File: src/rtl/pio_pkg.sv
// Shared definitions for the bidirectional Avalon-MM PIO: register map and edge-type encodings.
package pio_pkg;

  // Register map (3-bit word address)
  localparam logic [2:0] PIO_ADDR_DATA    = 3'd0;
  localparam logic [2:0] PIO_ADDR_DIR     = 3'd1;
  localparam logic [2:0] PIO_ADDR_IRQMASK = 3'd2;
  localparam logic [2:0] PIO_ADDR_EDGECAP = 3'd3;
  localparam logic [2:0] PIO_ADDR_SET     = 3'd4;
  localparam logic [2:0] PIO_ADDR_CLR     = 3'd5;

  // Which input transitions are captured
  typedef enum logic [1:0] {
    EDGE_ANY  = 2'd0,
    EDGE_RISE = 2'd1,
    EDGE_FALL = 2'd2
  } edge_type_e;

endpackage

File: src/rtl/pio_edge_sync.sv
// Per-bit input synchroniser, one-cycle history (pin_prev), edge selection and
// post-reset warm-up gate. Produces the synchronised pin value and the edge_hit vector.
module pio_edge_sync
  import pio_pkg::*;
#(
  parameter int WIDTH       = 8,
  parameter int EDGE_TYPE   = 0,
  parameter int SYNC_STAGES = 2
) (
  input  logic             clk,
  input  logic             reset_n,
  input  logic [WIDTH-1:0] pin_in,
  output logic [WIDTH-1:0] pin_sync,
  output logic [WIDTH-1:0] edge_hit
);

  localparam int                WARM_W    = $clog2(SYNC_STAGES + 2);
  localparam logic [WARM_W-1:0] WARM_INIT = WARM_W'(SYNC_STAGES + 1);

  logic [SYNC_STAGES-1:0][WIDTH-1:0] sync_q;
  logic [WIDTH-1:0]                  prev_q;
  logic [WARM_W-1:0]                 warm_q;
  logic [WARM_W-1:0]                 warm_d;
  logic [WIDTH-1:0]                  rise;
  logic [WIDTH-1:0]                  fall;
  logic [WIDTH-1:0]                  sel;

  assign pin_sync = sync_q[SYNC_STAGES-1];

  // Synchroniser chain and one-cycle-delayed copy of its output
  // NOTE: clocked state always uses non-blocking (<=) so every flop samples pre-edge values.
  always_ff @(posedge clk or negedge reset_n) begin
    if (!reset_n) begin
      sync_q <= '0;
      prev_q <= '0;
      warm_q <= WARM_INIT;
    end else begin
      sync_q <= {sync_q[SYNC_STAGES-2:0], pin_in};
      prev_q <= pin_sync;
      warm_q <= warm_d;
    end
  end

  // Warm-up countdown, then edge selection gated until the chain has filled
  // NOTE: every always_comb output gets a default first so no path can infer a latch.
  always_comb begin
    warm_d   = warm_q;
    rise     = pin_sync & ~prev_q;
    fall     = ~pin_sync & prev_q;
    sel      = rise | fall;
    edge_hit = '0;
    if (warm_q != '0) begin
      warm_d = warm_q - WARM_W'(1);
    end
    case (edge_type_e'(EDGE_TYPE))
      EDGE_RISE: sel = rise;
      EDGE_FALL: sel = fall;
      EDGE_ANY:  sel = rise | fall;
      default:   sel = rise | fall;
    endcase
    if (warm_q == '0) begin
      edge_hit = sel;
    end
  end

endmodule

File: src/rtl/avalon_pio_bidir.sv
// Avalon-MM bidirectional PIO slave: output data, per-bit direction, synchronised
// readback, edge capture and maskable level interrupt.
// Optional build macro PIO_BITSET_EN adds atomic SET (addr 4) / CLR (addr 5) of the data register.
module avalon_pio_bidir
  import pio_pkg::*;
#(
  parameter int               WIDTH       = 8,
  parameter logic [WIDTH-1:0] OUT_RESET   = '0,
  parameter logic [WIDTH-1:0] DIR_RESET   = '0,
  parameter int               EDGE_TYPE   = 0,
  parameter int               SYNC_STAGES = 2
) (
  input  logic             clk,
  input  logic             reset_n,
  input  logic [2:0]       address,
  input  logic             chipselect,
  input  logic             write_n,
  input  logic [WIDTH-1:0] writedata,
  output logic [WIDTH-1:0] readdata,
  output logic             irq,
  input  logic [WIDTH-1:0] pin_in,
  output logic [WIDTH-1:0] pin_out,
  output logic [WIDTH-1:0] pin_oe
);

  logic             wr_en;
  logic [WIDTH-1:0] data_out_q, data_out_d;
  logic [WIDTH-1:0] dir_q, dir_d;
  logic [WIDTH-1:0] mask_q, mask_d;
  logic [WIDTH-1:0] edge_cap_q, edge_cap_d;
  logic [WIDTH-1:0] cap_clr;
  logic [WIDTH-1:0] pin_sync;
  logic [WIDTH-1:0] edge_hit;

  pio_edge_sync #(
    .WIDTH      (WIDTH),
    .EDGE_TYPE  (EDGE_TYPE),
    .SYNC_STAGES(SYNC_STAGES)
  ) u_edge_sync (
    .clk     (clk),
    .reset_n (reset_n),
    .pin_in  (pin_in),
    .pin_sync(pin_sync),
    .edge_hit(edge_hit)
  );

  assign wr_en   = chipselect & ~write_n;
  assign pin_out = data_out_q;
  assign pin_oe  = dir_q;
  assign irq     = |(edge_cap_q & mask_q);

  // Register write decode; a new edge overrides a same-cycle clear of that bit
  always_comb begin
    data_out_d = data_out_q;
    dir_d      = dir_q;
    mask_d     = mask_q;
    cap_clr    = '0;
    if (wr_en) begin
      case (address)
        PIO_ADDR_DATA:    data_out_d = writedata;
        PIO_ADDR_DIR:     dir_d      = writedata;
        PIO_ADDR_IRQMASK: mask_d     = writedata;
        PIO_ADDR_EDGECAP: cap_clr    = writedata;
`ifdef PIO_BITSET_EN
        PIO_ADDR_SET:     data_out_d = data_out_q | writedata;
        PIO_ADDR_CLR:     data_out_d = data_out_q & ~writedata;
`endif
        default: ;
      endcase
    end
    edge_cap_d = (edge_cap_q & ~cap_clr) | edge_hit;
  end

  // Register file state
  always_ff @(posedge clk or negedge reset_n) begin
    if (!reset_n) begin
      data_out_q <= OUT_RESET;
      dir_q      <= DIR_RESET;
      mask_q     <= '0;
      edge_cap_q <= '0;
    end else begin
      data_out_q <= data_out_d;
      dir_q      <= dir_d;
      mask_q     <= mask_d;
      edge_cap_q <= edge_cap_d;
    end
  end

  // Zero-wait-state read mux
  always_comb begin
    readdata = '0;
    case (address)
      PIO_ADDR_DATA:    readdata = pin_sync;
      PIO_ADDR_DIR:     readdata = dir_q;
      PIO_ADDR_IRQMASK: readdata = mask_q;
      PIO_ADDR_EDGECAP: readdata = edge_cap_q;
      PIO_ADDR_SET,
      PIO_ADDR_CLR:     readdata = '0;
      default:          readdata = '0;
    endcase
  end

endmodule

File: config.mk
export PLATFORM = sky130hd
export DESIGN_NAME = avalon_pio_bidir
export DESIGN_NICKNAME = d
export VERILOG_FILES = /design/src/rtl/pio_pkg.sv /design/src/rtl/pio_edge_sync.sv /design/src/rtl/avalon_pio_bidir.sv
export SDC_FILE = /design/constraint.sdc
export NUM_CORES = 1
export LEC_CHECK = 0
export BUFFER_PORTS_ARGS = -buffer_cell sky130_fd_sc_hd__buf_2
export CAP_MARGIN = 20
export CORE_MARGIN = 8
export CORE_UTILIZATION = 45
export DETAILED_ROUTE_END_ITERATION = 7
export PLACE_DENSITY = 0.67
export SYNTH_ARGS = -nofsm -noshare
export SYNTH_HDL_FRONTEND = slang
export SYNTH_SLANG_ARGS = --single-unit
File: constraint.sdc
create_clock -name clk -period 2.7 [get_ports clk]
set_clock_uncertainty 0.05 [all_clocks]
set_input_delay 0.405 -clock clk [delete_from_list [all_inputs] [get_ports clk]]
set_output_delay 0.405 -clock clk [all_outputs]
set_load 0.05 [all_outputs]
Word-level counts from Yosys, hierarchy flattened

Cells that the tools add are included.

Register bits after elaboration: 58

Reductions and logical operators: 7
Muxes and demuxes: 4
Bitwise operators: 11
Add/subtract/negate cells: 1
Equal/unequal tests: 3

Operators with widths:

| kind                                              | number |
|---|---|
| bitwise AND 8 bit                                 | 4 |
| case mux 8 bit (4 select lines)                   | 1 |
| two-way mux 8 bit                                 | 3 |
| inverter 8 bit                                    | 3 |
| OR 8 bit                                          | 2 |
| OR reduction 8 bit                                | 1 |
| == test 3 x 2 -> 1 bit (second input constant)    | 2 |
| AND reduction 2 bit                               | 3 |
| == test 3 x 1 -> 1 bit (second input constant)    | 1 |
| logical NOT 3 bit                                 | 1 |
| logical NOT 2 bit                                 | 1 |
| nonzero test 2 bit                                | 1 |
| subtractor 2 x 1 -> 2 bit (second input constant) | 1 |
| bitwise AND 1 bit                                 | 1 |
| inverter 1 bit                                    | 1 |

Longest topological paths before layout

Depth after elaboration: 6
Depth in mapped cells: 5
Gate-level depth less buffers: 4

Cells and area by module

Synthesis repeated with hierarchy kept, for this count alone.

Cells, all modules: 168
Area total of the unflattened synthesis: 2532.4 um^2

Modules (own cells, without submodules):

| module           | instances | area an instance (um^2) | cells each | seq. area each (um^2) |
|---|---|---|---|---|
| avalon_pio_bidir | 1         | 1647.8                  | 112        | 800.8 |
| pio_edge_sync    | 1         | 884.6                   | 56         | 653.1 |

Least setup slack after synthesis

OpenSTA, ideal clock, no wires.

Path type: input to output
From: input address[1]
To: output readdata[0]
Slack: 0.499 ns
Data required time: 2.245 ns
Path buffers: 2
Stages: 4
Arrival time: 1.746 ns
Cell sequence: buf_4 > buf_1 > mux4_1 > nor2b_1

Cells in the longest elaborated chain, start to end: 2
Elaborated cells between the ends (all ways): 5
Classes of those cells: eq/ne: 3; mux: 1; reduce/logical: 1

Ends and longest elaborated chain:

| element                                        | line                   | source |
|---|---|---|
| start, declared                                | avalon_pio_bidir.sv:15 | `input logic [2:0] address,` |
| == test 3 x 2 -> 1 bit (tied with other cells) | avalon_pio_bidir.sv:92 | `case (address)` |
| case mux 8 bit (4 select lines) (*)            | avalon_pio_bidir.sv:92 |  |
| end, declared                                  | avalon_pio_bidir.sv:19 | `output logic [WIDTH-1:0] readdata,` |

Every way passes the cells marked *; elsewhere a longest branch is shown, timed or not.

Final worst setup path

From: input address[1]
To: output readdata[3]

Same word-level chain as after synthesis.

==> metrics <==
Clock Sinks=58; ANT nets after route=0; post-synthesis sequential area ratio=0.6002; Worst R2R End=edge_cap_q[7]; Top Layer Used=met4; CTS tree=done; CTS H-tree depth=3; Die W=89.37 um; maximum VDD drop=0.0005073 V; Synth Cell Area=2422 um^2; Mapped Cells=161; dpl hpwl=3366 um; Worst-path clk slew=60 ps; setup TNS=0 ps; # DRC=0; WL final=4831 um; CP cell instances=buf_2, mux4_1, nor2b_1, buf_2; Post-synth EDFFs=0; CTS resizes=0; static leakage=1.388 nW; Rows=26; layout cells sized above 1=0.4253; Slew HR=0.4026; first-pass GRT wire length=7983 um; Synth area leaders=dfrtp_1 58%, mux2_4 9.9%, mux4_1 8.7%, nand2_1 3.9%, mux2_2 3.7%; Synth-to-Final Area Change=21.28%; Worst Hold End=u_edge_sync.sync_q[3]; synth unique cells=23; Initial Util=0.4713; core box area=5140 um^2; post-synthesis register bit count=58; worst slew pin tran=896.1 ps; Avg WL per Cell=16.60 um; max-cap violations=0; status=complete, no violations; most common cell after layout, fill and taps aside=dfrtp_1; Ports=48; Min-Delay Path Depth=1; hold buffer count at CTS=0; metal2 WL=2105 um; vias in the first global route=1514; final setup vio count=0; worst hold margin=128.9 ps; grt ovf=0; Pins Over Slew Limit=0; critical path type=input pin to primary output; vias per cell=4.918; RSZ-0062 raised after global routing=false; Pwr Density=825.7 nW/um^2; Critical Path Most Common Cell=buf_2; required time worst endpoint=2250 ps; Main synth FF type=dfrtp_1; Crit. End Element=primary output; CP Max Fanout=13; asr flop ratio synth=1.000; reg2reg path depth=4; Slowest-stage cell, CP=mux4_1; top cell type's share of synthesized area=0.5785; die height=89.37 um; fin crit share=0.7724; vias=1431; Yosys top cell by area=dfrtp_1; DR iter-0 viols=58; Synthesized Nets=185; clock latency at the later pin of the worst-skew pair=330 ps; fmax=479.5 MHz; number of nets in the layout=241; worst hold path class=input pin to flop; reg2reg start=u_edge_sync.warm_q[0]; GP Congestion=0.7658; Critical Path Source Type=input pin; Setup Buffers After CTS=0; GRT Resource Usage Total=0.1387; M1 wire length=2237 um; port bufs=47; Longest Clk Path Bufs=2; Worst EP arrival=1630 ps; slowest stage delay, CP=580 ps; Tot Pwr=0.002426 W; DR pass1 iterations=4; Util after Layout=0.5716; final number of hold-violating endpoints=0; Final min period=2085 ps; synth warn=0; die area=7987 um^2; Mapped Avg Cell Area=15.05 um^2; DR WL met3=453 um; reg2reg setup slack=1390 ps; initial antenna violation count=0; hold path startpoint=pin_in[3]; largest net degree at the start of global routing=41; Root Buffer=clkbuf_8; TritonCTS Buffers=9; most frequent cells in the layout=56 x dfrtp_1, 47 x buf_2, 25 x nand2_1; Diodes inserted=0
## cell usage after synthesis (all sizes together), types with 2 or more instances
cell type  instances
inv                2
mux4               8
nand2             25
nor2b              8
clkbuf             2
a22oi              4
o21ai              9
dfrtp             56
mux2              24
dfstp              2
buf                5
xor2               8
## worst max-delay path by stage
| stage | start | end |
|---|---|---|
| 2_1_floorplan | address[1] | readdata[0] |
| 3_3_place_gp | address[1] | readdata[3] |
| 3_5_place_dp | address[1] | readdata[3] |
| 4_1_cts | address[1] | readdata[3] |
| 5_1_grt | address[0] | readdata[1] |
| 6_report | address[1] | readdata[3] |
## sequential cells by signal (all words and copies together) (netlist names)
| register | flops |
|---|---|
| edge_cap_q | 8 |
| mask_q | 8 |
| pin_oe | 8 |
| pin_out | 8 |
| u_edge_sync.pin_sync | 8 |
| u_edge_sync.prev_q | 8 |
| u_edge_sync.sync_q | 8 |
| u_edge_sync.warm_q | 2 |
## worst max-delay path: cells and delay by family
| family | cells | cell delay [ps] |
|---|---|---|
| simple gates | 1 | 140 |
| buf+inv | 2 | 510 |
| mux | 1 | 580 |
## stage by stage
step / instance area (um^2) / std cells / setup WS (ps)
2_1_floorplan: 2422 / 161 / 498.7
3_3_place_gp: 2734 / 276 / 625.2
3_5_place_dp: 2734 / 276 / 608.9
4_1_cts: 2938 / 291 / 609.0
5_1_grt: 2938 / 291 / 565.2
6_report: 2938 / 291 / 614.6
## area by class of cell
cell class / instances / area [um^2]
Fill cell: 444 / 2202
Sequential cell: 58 / 1454
Multi-Input combinational cell: 94 / 912.1
Timing Repair Buffer: 52 / 272.8
Clock buffer: 13 / 168.9
Tap cell: 70 / 87.58
Clock inverter: 2 / 35.03
Inverter: 2 / 7.507
## report_power, final
| part | internal [W] | switching [W] |
|---|---|---|
| Clock | 0.000495 | 0.000305 |
| Sequential | 0.000974 | 0.0000671 |
| Combinational | 0.000213 | 0.000371 |
| Total | 0.00168 | 0.000744 |
## layer usage
metal  GRT usage  vias up
met5           0        -
met4     0.05891        0
met3     0.06250        4
met1      0.1801      700
li1            -      680
met2      0.1946       47
## cells by family after synthesis
group,count (synthesis),synth area share
AOI/OAI and AO/OA,13,0.03099
xor gates and xnor gates,9,0.03254
adders and majority gates,1,0.005164
buffers and inverters,9,0.02324
DFF,58,0.6002
muxes,32,0.2231
and+or+nand+nor,39,0.08472
(Power assumes the default switching activity.)
